<file path="config.mk">
export PLATFORM = sky130hd
export DESIGN_NAME = if_fetch_stage
export DESIGN_NICKNAME = d
export VERILOG_FILES = /design/src/rtl/if_fetch_stage.sv
export SDC_FILE = /design/constraint.sdc
export NUM_CORES = 1
export LEC_CHECK = 0
export ABC_CLOCK_PERIOD_IN_PS = 8000
export BUFFER_PORTS_ARGS = -buffer_cell sky130_fd_sc_hd__buf_2
export CAP_MARGIN = 40
export CORE_MARGIN = 2
export CORE_UTILIZATION = 49
export CTS_CLUSTER_DIAMETER = 100
export DETAILED_ROUTE_END_ITERATION = 8
export GPL_TIMING_DRIVEN = 0
export MAX_ROUTING_LAYER = met4
export PLACE_DENSITY = 0.76
export SLEW_MARGIN = 20
export SYNTH_ARGS = -nofsm -noshare
export SYNTH_HDL_FRONTEND = slang
export SYNTH_SLANG_ARGS = --single-unit
export TNS_END_PERCENT = 100
</file>
<file path="constraint.sdc">
create_clock -name clk -period 8 [get_ports clk]
set_input_delay 1.6 -clock clk [delete_from_list [all_inputs] [get_ports clk]]
set_output_delay 1.6 -clock clk [all_outputs]
set_load 0.01 [all_outputs]
</file>
<file path="src/rtl/if_fetch_stage.sv">
// Instruction-fetch stage: takes the PC, runs a request/ready handshake with
// instruction memory, and delivers {pc, pc+4, instr} into the IF/ID register.
// A one-entry hold buffer absorbs a word that completes while decode is stalled.
// A flush kills both IF/ID and the hold buffer. A request already in flight is
// drained through DISCARD with its address held stable.
//
// Handshake semantics:
//   memory side: a transfer completes on any edge where imem_req=1 and
//   imem_ready=1. While imem_req=1 and imem_ready=0 the address is stable.
//   decode side: IF/ID is consumed on any edge where ifid_valid=1 and
//   id_stall=0. A flush on the same edge takes priority.
module if_fetch_stage #(
  parameter logic RESET_PC_HOLD = 1'b1
) (
  input  logic        clk,
  input  logic        rst,
  input  logic [31:0] pc_in,
  output logic        pc_hold,
  input  logic        flush,
  output logic        imem_req,
  output logic [31:0] imem_addr,
  input  logic        imem_ready,
  input  logic [31:0] imem_rdata,
  input  logic        id_stall,
  output logic        ifid_valid,
  output logic [31:0] ifid_pc,
  output logic [31:0] ifid_pc4,
  output logic [31:0] ifid_instr,
  output logic [1:0]  dbg_state,
  output logic        dbg_hb_valid
);

  // Debug encoding visible on dbg_state: 0=IDLE 1=FETCH 2=HOLD 3=DISCARD
  typedef enum logic [1:0] {
    S_IDLE    = 2'd0,
    S_FETCH   = 2'd1,
    S_HOLD    = 2'd2,
    S_DISCARD = 2'd3
  } state_t;

  state_t      state;
  state_t      state_nxt;

  // Address of the most recent FETCH request. DISCARD replays it to memory.
  logic [31:0] req_addr;

  logic        hb_valid;
  logic [31:0] hb_pc;
  logic [31:0] hb_pc4;
  logic [31:0] hb_instr;

  logic        flush_kill;     // clear IF/ID and hold buffer this edge
  logic        load_ifid_mem;  // IF/ID <= fresh memory word
  logic        load_ifid_hb;   // IF/ID <= hold buffer
  logic        load_hb;        // hold buffer <= fresh memory word
  logic        bubble;         // IF/ID consumed with nothing to replace it
  logic [31:0] pc_plus4;

  // Wraps modulo 2^32 and has no alignment check.
  assign pc_plus4     = pc_in + 32'd4;
  assign dbg_state    = state;
  assign dbg_hb_valid = hb_valid;

  // Next-state, memory request, PC hold and datapath load enables
  always_comb begin
    state_nxt     = state;
    imem_req      = 1'b0;
    imem_addr     = req_addr;
    pc_hold       = 1'b1;
    flush_kill    = 1'b0;
    load_ifid_mem = 1'b0;
    load_ifid_hb  = 1'b0;
    load_hb       = 1'b0;
    bubble        = 1'b0;
    case (state)
      S_IDLE: begin
        pc_hold    = RESET_PC_HOLD;
        flush_kill = flush;
        state_nxt  = S_FETCH;
      end
      S_FETCH: begin
        imem_req  = 1'b1;
        imem_addr = pc_in;
        if (flush) begin
          // A completing word is dropped. Otherwise drain the open request.
          flush_kill = 1'b1;
          state_nxt  = imem_ready ? S_FETCH : S_DISCARD;
        end else if (imem_ready) begin
          pc_hold = 1'b0;
          if (!ifid_valid || !id_stall) begin
            load_ifid_mem = 1'b1;
          end else begin
            load_hb   = 1'b1;
            state_nxt = S_HOLD;
          end
        end else if (!id_stall) begin
          bubble = 1'b1;
        end
      end
      S_HOLD: begin
        if (flush) begin
          flush_kill = 1'b1;
          state_nxt  = S_FETCH;
        end else if (!id_stall) begin
          load_ifid_hb = 1'b1;
          state_nxt    = S_FETCH;
        end
      end
      S_DISCARD: begin
        // The stale request stays on the bus until memory answers.
        imem_req = 1'b1;
        if (flush) begin
          flush_kill = 1'b1;
        end else if (imem_ready) begin
          state_nxt = S_FETCH;
        end
      end
      default: begin
        state_nxt = S_IDLE;
      end
    endcase
  end

  // State register
  always_ff @(posedge clk or posedge rst) begin
    if (rst) begin
      state <= S_IDLE;
    end else begin
      state <= state_nxt;
    end
  end

  // Capture the request address on every FETCH cycle
  always_ff @(posedge clk or posedge rst) begin
    if (rst) begin
      req_addr <= 32'd0;
    end else if (state == S_FETCH) begin
      req_addr <= pc_in;
    end
  end

  // IF/ID pipeline register
  always_ff @(posedge clk or posedge rst) begin
    if (rst) begin
      ifid_valid <= 1'b0;
      ifid_pc    <= 32'd0;
      ifid_pc4   <= 32'd0;
      ifid_instr <= 32'd0;
    end else if (flush_kill) begin
      ifid_valid <= 1'b0;
    end else if (load_ifid_mem) begin
      ifid_valid <= 1'b1;
      ifid_pc    <= pc_in;
      ifid_pc4   <= pc_plus4;
      ifid_instr <= imem_rdata;
    end else if (load_ifid_hb) begin
      ifid_valid <= 1'b1;
      ifid_pc    <= hb_pc;
      ifid_pc4   <= hb_pc4;
      ifid_instr <= hb_instr;
    end else if (bubble) begin
      ifid_valid <= 1'b0;
    end
  end

  // One-entry hold buffer for a word that arrives while decode is stalled
  always_ff @(posedge clk or posedge rst) begin
    if (rst) begin
      hb_valid <= 1'b0;
      hb_pc    <= 32'd0;
      hb_pc4   <= 32'd0;
      hb_instr <= 32'd0;
    end else if (flush_kill) begin
      hb_valid <= 1'b0;
    end else if (load_hb) begin
      hb_valid <= 1'b1;
      hb_pc    <= pc_in;
      hb_pc4   <= pc_plus4;
      hb_instr <= imem_rdata;
    end else if (load_ifid_hb) begin
      hb_valid <= 1'b0;
    end
  end

endmodule

</file>
**Word-level counts from Yosys, hierarchy flattened**

Cells that the tools add are included.

- Logic and storage cells: 75
- Bits of input ports: 69
- Output and inout port bits: 134
- Register bits after elaboration: 228

- Mux-type cells: 43
- Reductions and logical operators: 12
- Bitwise gates (word level): 1
- Add/subtract/negate cells: 1
- Eq/ne operators: 8

Operators with widths:

| kind | number |
|---|---|
| $mux 32 | 7 |
| $add 32x3->32 const B | 1 |
| $mux 1 | 26 |
| $mux 2 | 8 |
| $ne 3x3->1 const B | 3 |
| $pmux 2 s4 | 1 |
| $reduce_and 5->1 | 1 |
| $eq 2x2->1 const B | 2 |
| $ne 2x2->1 const B | 2 |
| $reduce_and 2->1 | 2 |
| $reduce_bool 4->1 | 1 |
| $reduce_bool 3->1 | 1 |
| $reduce_or 3->1 | 1 |
| $eq 2x1->1 const B | 1 |
| $logic_not 1->1 | 2 |
| $logic_not 2->1 | 1 |
| $pmux 1 s2 | 1 |
| $reduce_bool 2->1 | 1 |
| $reduce_or 2->1 | 1 |
| $logic_or 1x1->1 | 1 |
| $not 1->1 | 1 |

**Depth between registers and ports, before layout**

- Word-level depth: 8
- Mapped depth: 9
- Depth with buffers taken out: 6

**Worst setup path before layout**

Ideal clock, no wire load.

- Kind: input-to-output
- Start point: input port flush
- End point: output port pc_hold
- Stages on the path: 3
- Setup slack: 4263 ps
- Data required time: 6400 ps
- Arrival: 2137 ps
- Path buffers: 2
- Cells stage by stage: clkbuf_1 > nand4bb_1 > clkbuf_1

- Word-level cells in the longest chain between the ends: 2

Ends and longest elaborated chain:

| element | line | text |
|---|---|---|
| start, declared | 19 | `input logic flush,` |
| $mux 1 | 84 | `if (flush) begin` |
| $mux 1 | 75 | `case (state)` |
| end, declared | 18 | `output logic pc_hold,` |

Every way passes these cells.

**Worst setup path after layout**

- Start point: register state[0], in the netlist dbg_state[0]
- End point: output port imem_addr[30]

- Word-level cells in the longest chain between the ends: 2

Ends and longest elaborated chain:

| element | line | text |
|---|---|---|
| start, declared | 41 | `state_t state;` |
| start signal, assigned | 129 | `state <= state_nxt;` |
| $eq 2x1->1 | 75 |  |
| $mux 32 | -- |  |
| end, declared | 21 | `output logic [31:0] imem_addr,` |

Every way passes these cells.

==> run metrics <==
synthesized flop and latch total=224; Worst Tran Pin Value=855 ps; CP Launch Type=flip-flop; P_int=0.00239 W; minimum clock period=4080 ps; global route overflow=0; via count=8601; synthesis-to-layout area growth=22.9%; # setup viols final=0; Mapped Cells=1111; max-cap violations=0; Pre-Repair DR Iteration Count=5; initial core utilization=0.498; Net Sw Frac=0.294; switching power=0.000997 W; type of the most critical hold path=flip-flop to flip-flop; Reg2Reg Setup Slack=5180 ps; Hold-fix buffers, CTS=0; Routed WL=28000 um; Syn Area/Cell=8.72 sq um; Non-Filler Instances=1612; row count=51; Setup TNS Final=0 ps; die width=145 um; vias in the first global route=8419; commonest non-fill, non-tap cells in the layout=nand2_1, dfrtp_1, buf_2; Critical Path Start=dbg_state[0]$_DFFE_PP0P_; storage element area=5610 sq um; logic gate share of total power=0.197; post-CTS setup buffers=0; crit path max fanout=10; VDD IR-drop max=0.000189 V; first-pass GRT wire length=44200 um; All-Layer GR Usage=0.280; CTS clk-pin slew, worst paths=60 ps; Worst setup EP type=output pin; clk root buf=clkbuf_16; synthesized area=9690 sq um; Synth top area share=0.579; Buffers on Ports=188; die area=20900 sq um; HPWL after detailed placement=19600 um; outcome=finished clean; Remaining DRCs=0; R2R Path End=ifid_instr[2]$_DFFE_PP0P_; sequential element share of the synthesized area=0.579; Pleak=5.92 nW; Reg power frac=0.455; fill cell count=1650; warnings from Yosys=0; Worst EP required=6400 ps; crit path kind=flip-flop to output pin; DRT iter0 DRCs=600; RR Startpoint=dbg_state[0]$_DFFE_PP0P_; # IOs=203; synth unique cells=40; CTS tree=yes; Post-DRT Antenna Nets=0; clock latency at the later pin of the worst-skew pair=520 ps; RePlAce Congestion=0.886; CTS max path bufs=3; layout net count=1398; Slew Limit Fails=0; CP arrival=2480 ps; final hold viol count=0; critical path endpoint=imem_addr[30]; Avg WL per Cell=17.4 um; FF-to-FF path depth=7; CTS resizes=0; min-delay src=req_addr[6]$_DFF_PP0_; Final period util=0.510; Max Clk Rate=245 MHz; largest cells by area after synthesis=dfrtp_1, nand2_1, a31oi_1; initial antenna violation count=1; H-tree depth=1; Clock Skew=8.98 ps; most common cell after layout, fill and taps aside=nand2_1; core footprint=19500 sq um; Die Ht=145 um; number of CTS-inserted buffers=24; Vias/cell=5.34; Max-Slew Margin vs Limit=0.425; largest net degree at the start of global routing=106; ratio of cells with drive above 1 in the final layout=0.202; Pwr per Cell Area=285 nW/um^2; Inst Count DP=1566; Syn Nets=1181; CTS sink count=224; unrepaired setup endpoints after global routing=no; cell taking the most area after synthesis=dfrtp_1; multi-input combinational cell area=3700 sq um; power share of the clock group=0.348
## worst min-delay path by stage
stage,to,slack [ps],cells past startpoint
final,req_addr[6]$_DFF_PP0_,470,2
after global routing,req_addr[13]$_DFF_PP0_,490,2
after CTS,req_addr[13]$_DFF_PP0_,470,2
after detailed placement,req_addr[6]$_DFF_PP0_,450,2
after global placement,req_addr[14]$_DFF_PP0_,450,2
after floorplan,hb_instr[0]$_DFFE_PP0P_,450,2
## flip-flops by register name (all words and copies together) (netlist names)
signal / cells
hb_instr: 32
hb_pc: 32
ifid_instr: 32
ifid_pc: 32
req_addr: 32
hb_pc4: 30
ifid_pc4: 30
dbg_state: 2
dbg_hb_valid: 1
ifid_valid: 1
## cells in the mapped netlist
library cell,n
nor2_1,72
a21oi_1,26
nor4_1,3
a31oi_1,67
o22ai_1,13
a21oi_2,1
nand4_4,2
nor4_4,1
nor2b_1,3
buf_6,3
ha_1,1
buf_4,5
or3_1,1
mux2i_1,1
and4_1,3
maj3_1,1
buf_2,16
clkbuf_1,53
nor3_2,3
nand4bb_1,1
buf_1,6
nor3_1,6
xor2_1,13
nand4_1,7
nand2b_1,4
inv_1,5
and4_2,1
o21ai_0,31
dfrtp_1,224
nand3_1,9
and3_1,15
nand2_1,484
nand4_2,1
o21ai_1,7
a21o_1,1
o221a_2,1
or2_2,1
or4_4,2
o21bai_1,2
xnor2_1,15
## metal layers
| layer | global-route usage | up-vias | part of all wire |
|---|---|---|---|
| li1 | - | 4054 | - |
| met5 | - | - | 0 |
| met3 | 0.0421 | 63 | 0.066 |
| met1 | 0.380 | 4153 | 0.43 |
| met2 | 0.433 | 331 | 0.47 |
| met4 | 0.0996 | 0 | 0.031 |
## kinds of logic (layout without fill, tap and decap cells)
family | count (synthesis) | after routing | share of synthesized area
other | 0 | 1 | 0
muxes | 1 | 1 | 0.00103
and+or+nand+nor | 619 | 619 | 0.263
DFF | 224 | 224 | 0.579
xor gates and xnor gates | 28 | 28 | 0.0253
buffers and inverters | 88 | 323 | 0.0404
adders and majority gates | 2 | 2 | 0.00232
AOI/OAI and AO/OA | 149 | 149 | 0.0891
## layout make-up
type	instances	share of cell area
clock inverters	10	0.0119
diodes	1	0.000210
multi-input cells	799	0.311
plain buffers	83	0.0313
flip-flops and latches	224	0.471
well taps	265	0.0279
inverters	5	0.00221
repair buffers	191	0.0843
clock buffers	34	0.0604
## stage by stage
step                      hold WS, ps   util  total power (W)  area [sq um]  setup slack (ps)
after floorplan                   446      -          0.00191          9690               266
after global placement            449  0.563          0.00219         11000             -2220
after detailed placement          455  0.567          0.00222         11000              3980
after CTS                         470  0.611          0.00341         11900              3940
after global routing              490  0.612          0.00357         11900              3800
final                             467  0.612          0.00339         11900              3920
## worst max-delay path: stages, from the launching register on
cell	delay, ps
dfrtp_1	500
nor2b_1	580
clkbuf_1	530
nand2_1	120
nand2_1	100
buf_2	130
## power by group through the flow
stage | registers [W] | clock network [W] | logic (W)
after floorplan | 0.00159 | 0 | 0.000327
after global placement | 0.00155 | 0 | 0.000643
after detailed placement | 0.00155 | 0 | 0.000667
after CTS | 0.00154 | 0.00119 | 0.000675
after global routing | 0.00157 | 0.00124 | 0.000753
final | 0.00154 | 0.00118 | 0.000668
Power figures use the tool's default switching activity.
